--- config.mk ---
export PLATFORM = sky130hd
export DESIGN_NAME = soc_ctrl_top
export DESIGN_NICKNAME = d
export VERILOG_FILES = /design/src/rtl/soc_ctrl_pkg.sv /design/src/rtl/soc_ctrl_uart.sv /design/src/rtl/soc_ctrl_top.sv
export SDC_FILE = /design/constraint.sdc
export NUM_CORES = 1
export LEC_CHECK = 0
export CAP_MARGIN = 20
export CORE_UTILIZATION = 50
export DETAILED_ROUTE_END_ITERATION = 10
export GPL_ROUTABILITY_DRIVEN = 0
export PLACE_DENSITY = 0.75
export SYNTH_ARGS = -nofsm -noshare
export SYNTH_HDL_FRONTEND = slang
export SYNTH_SLANG_ARGS = --single-unit
--- constraint.sdc ---
create_clock -name sys_clk -period 2 [get_ports sys_clk]
set_clock_uncertainty 0.2 [all_clocks]
set_input_delay 0.4 -clock sys_clk [delete_from_list [all_inputs] [get_ports sys_clk]]
set_output_delay 0.4 -clock sys_clk [all_outputs]
set_load 0.02 [all_outputs]
--- src/rtl/soc_ctrl_pkg.sv ---
// soc_ctrl_pkg: shared state, command and reply definitions for the UART control block
package soc_ctrl_pkg;
  typedef enum logic [1:0] {IDLE, ARG, SPI, REPLY} state_t;
  localparam logic [7:0] CMD_LED = 8'h4C;
  localparam logic [7:0] CMD_CS = 8'h43;
  localparam logic [7:0] CMD_SPI = 8'h53;
  localparam logic [7:0] RSP_OK = 8'h4B;
  localparam logic [7:0] RSP_ERR = 8'h3F;
endpackage

--- src/rtl/soc_ctrl_uart.sv ---
// uart_core: 8N1 UART receiver with input synchronizer and transmitter
module uart_core #(
  parameter int BIT_CYC = 434
) (
  input  logic       clk,
  input  logic       rst,
  input  logic       rx,
  input  logic       tx_start,
  input  logic [7:0] tx_data,
  output logic       tx,
  output logic       tx_busy,
  output logic       rx_valid,
  output logic [7:0] rx_byte
);
  localparam int CW = $clog2(BIT_CYC);
  localparam logic [CW-1:0] FULL = CW'(BIT_CYC - 1);
  localparam logic [CW-1:0] HALF = CW'(BIT_CYC / 2 - 1);
  logic s1, s2, s3, rx_act, tx_act;
  logic [CW-1:0] rx_cnt, tx_cnt;
  logic [3:0] rx_bit, tx_bit;
  logic [8:0] tx_sh;
  assign tx_busy = tx_act | tx_start;
  always_ff @(posedge clk) begin
    if (rst) begin
      {s3, s2, s1} <= 3'b111;
      rx_act <= 1'b0;
      rx_cnt <= '0;
      rx_bit <= '0;
      rx_byte <= '0;
      rx_valid <= 1'b0;
    end else begin
      {s3, s2, s1} <= {s2, s1, rx};
      rx_valid <= 1'b0;
      if (!rx_act) begin
        if (s3 & ~s2) begin
          rx_act <= 1'b1;
          rx_cnt <= HALF;
          rx_bit <= '0;
        end
      end else if (rx_cnt != '0) begin
        rx_cnt <= rx_cnt - 1'b1;
      end else begin
        rx_cnt <= FULL;
        rx_bit <= rx_bit + 1'b1;
        if (rx_bit == 4'd0) rx_act <= ~s2;
        else if (rx_bit == 4'd9) begin
          rx_act <= 1'b0;
          rx_valid <= s2;
        end else rx_byte <= {s2, rx_byte[7:1]};
      end
    end
  end
  always_ff @(posedge clk) begin
    if (rst) begin
      tx <= 1'b1;
      tx_act <= 1'b0;
      tx_cnt <= '0;
      tx_bit <= '0;
      tx_sh <= '1;
    end else if (tx_start && !tx_act) begin
      tx <= 1'b0;
      tx_act <= 1'b1;
      tx_cnt <= FULL;
      tx_bit <= '0;
      tx_sh <= {1'b1, tx_data};
    end else if (tx_act) begin
      if (tx_cnt != '0) tx_cnt <= tx_cnt - 1'b1;
      else begin
        tx_cnt <= FULL;
        tx_bit <= tx_bit + 1'b1;
        if (tx_bit == 4'd9) tx_act <= 1'b0;
        else begin
          tx <= tx_sh[0];
          tx_sh <= {1'b1, tx_sh[8:1]};
        end
      end
    end
  end
endmodule

--- src/rtl/soc_ctrl_top.sv ---
// soc_ctrl_top: UART command interpreter driving LEDs and SD card SPI byte transfers
module soc_ctrl_top
  import soc_ctrl_pkg::*;
#(
  parameter int CLK_FREQ = 50_000_000,
  parameter int BAUD = 115200,
  parameter int SPI_DIV = 64
) (
  input  logic       sys_clk,
  input  logic       sys_reset,
  input  logic       RsRx,
  output logic       RsTx,
  output logic [7:0] led,
  input  logic       sd_miso,
  output logic       sd_clk,
  output logic       sd_cs,
  output logic       sd_mosi
);
  localparam int BIT_CYC = CLK_FREQ / BAUD;
  localparam int SW = $clog2(SPI_DIV);
  localparam logic [SW-1:0] SPI_LAST = SW'(SPI_DIV - 1);
  state_t state, nxt;
  logic rx_valid, tx_start, tx_busy, sent, spi_done, is_cmd, miso_s1, miso_s2;
  logic [7:0] rx_byte, cmd, reply, spi_sh;
  logic [SW-1:0] spi_cnt;
  logic [2:0] spi_bit;
  uart_core #(.BIT_CYC(BIT_CYC)) u_uart (
    .clk(sys_clk),
    .rst(sys_reset),
    .rx(RsRx),
    .tx_start(tx_start),
    .tx_data(reply),
    .tx(RsTx),
    .tx_busy(tx_busy),
    .rx_valid(rx_valid),
    .rx_byte(rx_byte)
  );
  assign is_cmd = (rx_byte == CMD_LED) || (rx_byte == CMD_CS) || (rx_byte == CMD_SPI);
  assign spi_done = (state == SPI) && (spi_cnt == '0) && sd_clk && (spi_bit == 3'd7);
  assign tx_start = (state == REPLY) && !sent;
  always_ff @(posedge sys_clk) begin
    state <= sys_reset ? IDLE : nxt;
  end
  always_comb begin
    nxt = (state == IDLE && rx_valid) ? (is_cmd ? ARG : REPLY)
        : (state == ARG && rx_valid) ? ((cmd == CMD_SPI) ? SPI : REPLY)
        : spi_done ? REPLY
        : (state == REPLY && sent && !tx_busy) ? IDLE
        : state;
  end
  always_ff @(posedge sys_clk) begin
    if (sys_reset) begin
      led <= 8'h00;
      sd_cs <= 1'b1;
      sd_clk <= 1'b0;
      sd_mosi <= 1'b1;
      cmd <= '0;
      reply <= '0;
      spi_sh <= '0;
      spi_cnt <= '0;
      spi_bit <= '0;
      sent <= 1'b0;
      miso_s1 <= 1'b0;
      miso_s2 <= 1'b0;
    end else begin
      miso_s1 <= sd_miso;
      miso_s2 <= miso_s1;
      sent <= (state == REPLY);
      if (state == IDLE && rx_valid) begin
        cmd <= rx_byte;
        reply <= RSP_ERR;
      end
      if (state == ARG && rx_valid) begin
        reply <= RSP_OK;
        if (cmd == CMD_LED) led <= rx_byte;
        if (cmd == CMD_CS) sd_cs <= rx_byte[0];
        if (cmd == CMD_SPI) begin
          spi_sh <= rx_byte;
          sd_mosi <= rx_byte[7];
          sd_clk <= 1'b0;
          spi_cnt <= SPI_LAST;
          spi_bit <= '0;
        end
      end
      if (state == SPI) begin
        if (spi_cnt != '0) spi_cnt <= spi_cnt - 1'b1;
        else begin
          spi_cnt <= SPI_LAST;
          sd_clk <= ~sd_clk;
          if (!sd_clk) spi_sh <= {spi_sh[6:0], miso_s2};
          else if (spi_bit == 3'd7) begin
            sd_mosi <= 1'b1;
            reply <= spi_sh;
          end else begin
            spi_bit <= spi_bit + 1'b1;
            sd_mosi <= spi_sh[7];
          end
        end
      end
    end
  end
endmodule

==> reports/results.txt <==
Status - finished clean
Post-synthesis cell area - 4500 µm²
P_int - 2560 µW
Global-route wire length before repair - 15800 µm
PD cells - 678 nW/µm²
Final hold vios - 0
Largest family of logic cells by synthesized area - simple AND/OR/NAND/NOR gates
Die width - 96.8 µm
WL met1 - 4600 µm
Min-delay src - u_uart.s1
CP Class - reg -> out
Via density - 5.78
CTS H-tree depth - 3
RR Endpoint - spi_sh[7]
Fin. max-slew vios - 0
XOR/XNOR Fraction of Synth Area - 0.0175
Adder-cell share of the synthesized area - 0.0306
Synth Area in Compound Gates - 0.186
CP Launch Point - sd_mosi
Final hold slack - 0.228 ns
Min-delay worst type - reg -> reg
Worst path bufs/invs - 1
Tmin final - 1.94 ns
Slew HR - 0.691
DR top layer - met4
Post-Syn Nets - 523
Lkg Pwr - 0.00203 µW
Mean Syn Cell Area - 8.85 µm²
Async S/R FF share, synth - 0
Die ar. - 9370 µm²
Net Switching - 922 µW
All-Layer GR Usage - 0.203
Vias in the first global route - 3446
Post-synth top cells - dfxtp_1, nor2_1, nand2_1
Fmax - 514 MHz
Switch share - 0.265
Count leader, synth - dfxtp_1
Slew @ Worst Pin - 0.459 ns
Via total after detailed routing - 3743
CTS clk-pin slew, worst paths - 0.11 ns
Total Wirelength - 9320 µm
# IOs - 16
Setup TNS - 0 ns
Maximum fanout along the worst path - 2
Unique masters post-synth - 68
Clock Sinks - 98
Clock power share - 0.361
Layout cell share with drive strength beyond 1 - 0.135
Final setup viols - 0
Initial antenna violation count - 0
Initial core utilization - 0.515
Input/output buffers - 15
Hold Path Depth - 1
Yosys warnings - 0
Synth Area in Simple Gates - 0.236
Share of the synthesized area in the top cell type - 0.436
ANT cells - 0
Crit path max-delay cell type - clkdlybuf4s50_1
Reg2Reg Setup Slack - 0.10 ns
Synth-to-Final Area Change - 14.3%
Post-Syn Instances - 508
Residual DRC count - 0
Met2 WL post-DR - 4330 µm
Final setup margin - 0.0560 ns
Crit. path cell count - 1
Met3 Wirelength - 234 µm
Nets - 550
DR iter-0 viols - 242
Largest net degree at the start of global routing - 49
Pre-CTS setup slack - 0.0188 ns
Req. time, crit path - 1.40 ns
Worst VDD drop - 0.000516 V
Data arrival, critical path - 1.34 ns
CP top delay family - buffers and inverters
Clk buf depth - 2
Clk Latency, worst-skew pair - 0.37 ns
RR Startpoint - state[0]
First drt pass iteration count - 4
CTS tree - yes
CTS root buf - clkbuf_8
Post-synth EDFFs - 0
DPL Wire Length - 6370 µm
Max-Cap Viols - 0
DRT antenna net count - 0
Mux cell area share after synthesis - 0.0445
Slowest stage delay, CP - 0.61 ns
Logic pwr share - 0.064
Worst-path cell chain - clkdlybuf4s50_1
Seq/Total Area, Yosys - 0.436
Die height - 96.8 µm
Total CTS buffers - 9
RSZ-0062 raised after global routing - no
Most used DFF post-synth - dfxtp_1
Core Area - 8720 µm²
Startpoint Class - flip-flop
CP Capture Type - output pin
Drt wl/cell - 14.4 µm
Row count - 34
Crit share post-route - 0.972
Worst R2R Path Depth - 4
Total grt overflow - 0
Hold path endpoint - u_uart.s2
Filler Cells Inserted - 750
Seq pwr share - 0.574
Leading area contributor after synthesis - dfxtp_1
Synth area leaders - dfxtp_1, nor2_1, mux2i_1, a21oi_1, nand2_1
Yosys reg bits - 98
## worst max-delay path by stage
| stage | to |
|---|---|
| 5_1_grt | sd_cs |
| 2_1_floorplan | u_uart.rx_cnt[7] |
| 3_5_place_dp | u_uart.rx_bit[3] |
| 3_3_place_gp | u_uart.rx_cnt[7] |
| 6_report | sd_mosi |
| 4_1_cts | u_uart.rx_cnt[7] |
## sequential cells by signal (all words and copies together) (netlist names), 2 cells and up
register and flops:
u_uart.tx_bit 4, state 2, spi_bit 3, u_uart.tx_sh 8, reply 8, spi_sh 8
u_uart.rx_byte 8, u_uart.rx_cnt 9, spi_cnt 6, cmd 8, led 8, u_uart.rx_bit 4
u_uart.tx_cnt 9
## cell families after synthesis
group	count (synthesis)
AO/OA/AOI/OAI	123
XOR/XNOR	9
adder cells (fa/ha/maj)	11
buffers and inverters	50
flip-flops	98
multiplexers	20
AND/OR/NAND/NOR	197
## metal layers
metal | track usage | up-vias
li1 | - | 1909
met1 | 0.268 | 1769
met2 | 0.327 | 50
met3 | 0.0332 | 15
met4 | 0.0861 | 0
met5 | 0 | -
## metrics by stage
| stage | total power, µW | util | instances | cell area (µm²) |
|---|---|---|---|---|
| finish | 3480 | 0.589 | 648 | 5140 |
| CTS | 3510 | 0.583 | 646 | 5080 |
| floorplan | 2200 | - | 508 | 4500 |
| detailed placement | 2260 | 0.561 | 630 | 4890 |
| global route | 3610 | 0.589 | 648 | 5140 |
| global placement | 2250 | 0.561 | 630 | 4890 |
## cell type report
| class | instances | area, µm² | area share |
|---|---|---|---|
| clock inverters | 7 | 66.3 | 0.0129 |
| repair buffers | 48 | 433 | 0.0843 |
| well taps | 108 | 135 | 0.0263 |
| flip-flops and latches | 98 | 1960 | 0.382 |
| inverters | 18 | 67.6 | 0.0132 |
| clock buffers | 9 | 124 | 0.0241 |
| multi-input cells | 360 | 2350 | 0.457 |
## what timing repair did
item	CTS	global route
hold buffers	0	0
resized for setup	1	8
setup endpoints to repair	1	23
buffers inserted	0	2
pin swaps	0	0
## power by group through the flow
| stage | Clock [µW] | Sequential [µW] | Combinational [µW] |
|---|---|---|---|
| after floorplan | 0 | 2040 | 165 |
| after global placement | 0 | 2040 | 208 |
| after detailed placement | 0 | 2040 | 213 |
| after CTS | 1290 | 2000 | 215 |
| after global routing | 1360 | 2000 | 248 |
| final | 1260 | 2000 | 224 |
## placed cells by master (no fill, tap or decap), types with 11 or more instances in the layout
| cell type | n |
|---|---|
| mux2i_1 | 20 |
| dfxtp_1 | 98 |
| clkdlybuf4s50_1 | 13 |
| o21ai_0 | 17 |
| a211oi_1 | 13 |
| nor4_1 | 11 |
| nand2_1 | 45 |
| nor3_1 | 16 |
| buf_4 | 29 |
| nor2_1 | 58 |
| inv_1 | 18 |
| ha_1 | 11 |
| a21oi_1 | 37 |
No activity file was read; power rests on OpenSTA's default activity.
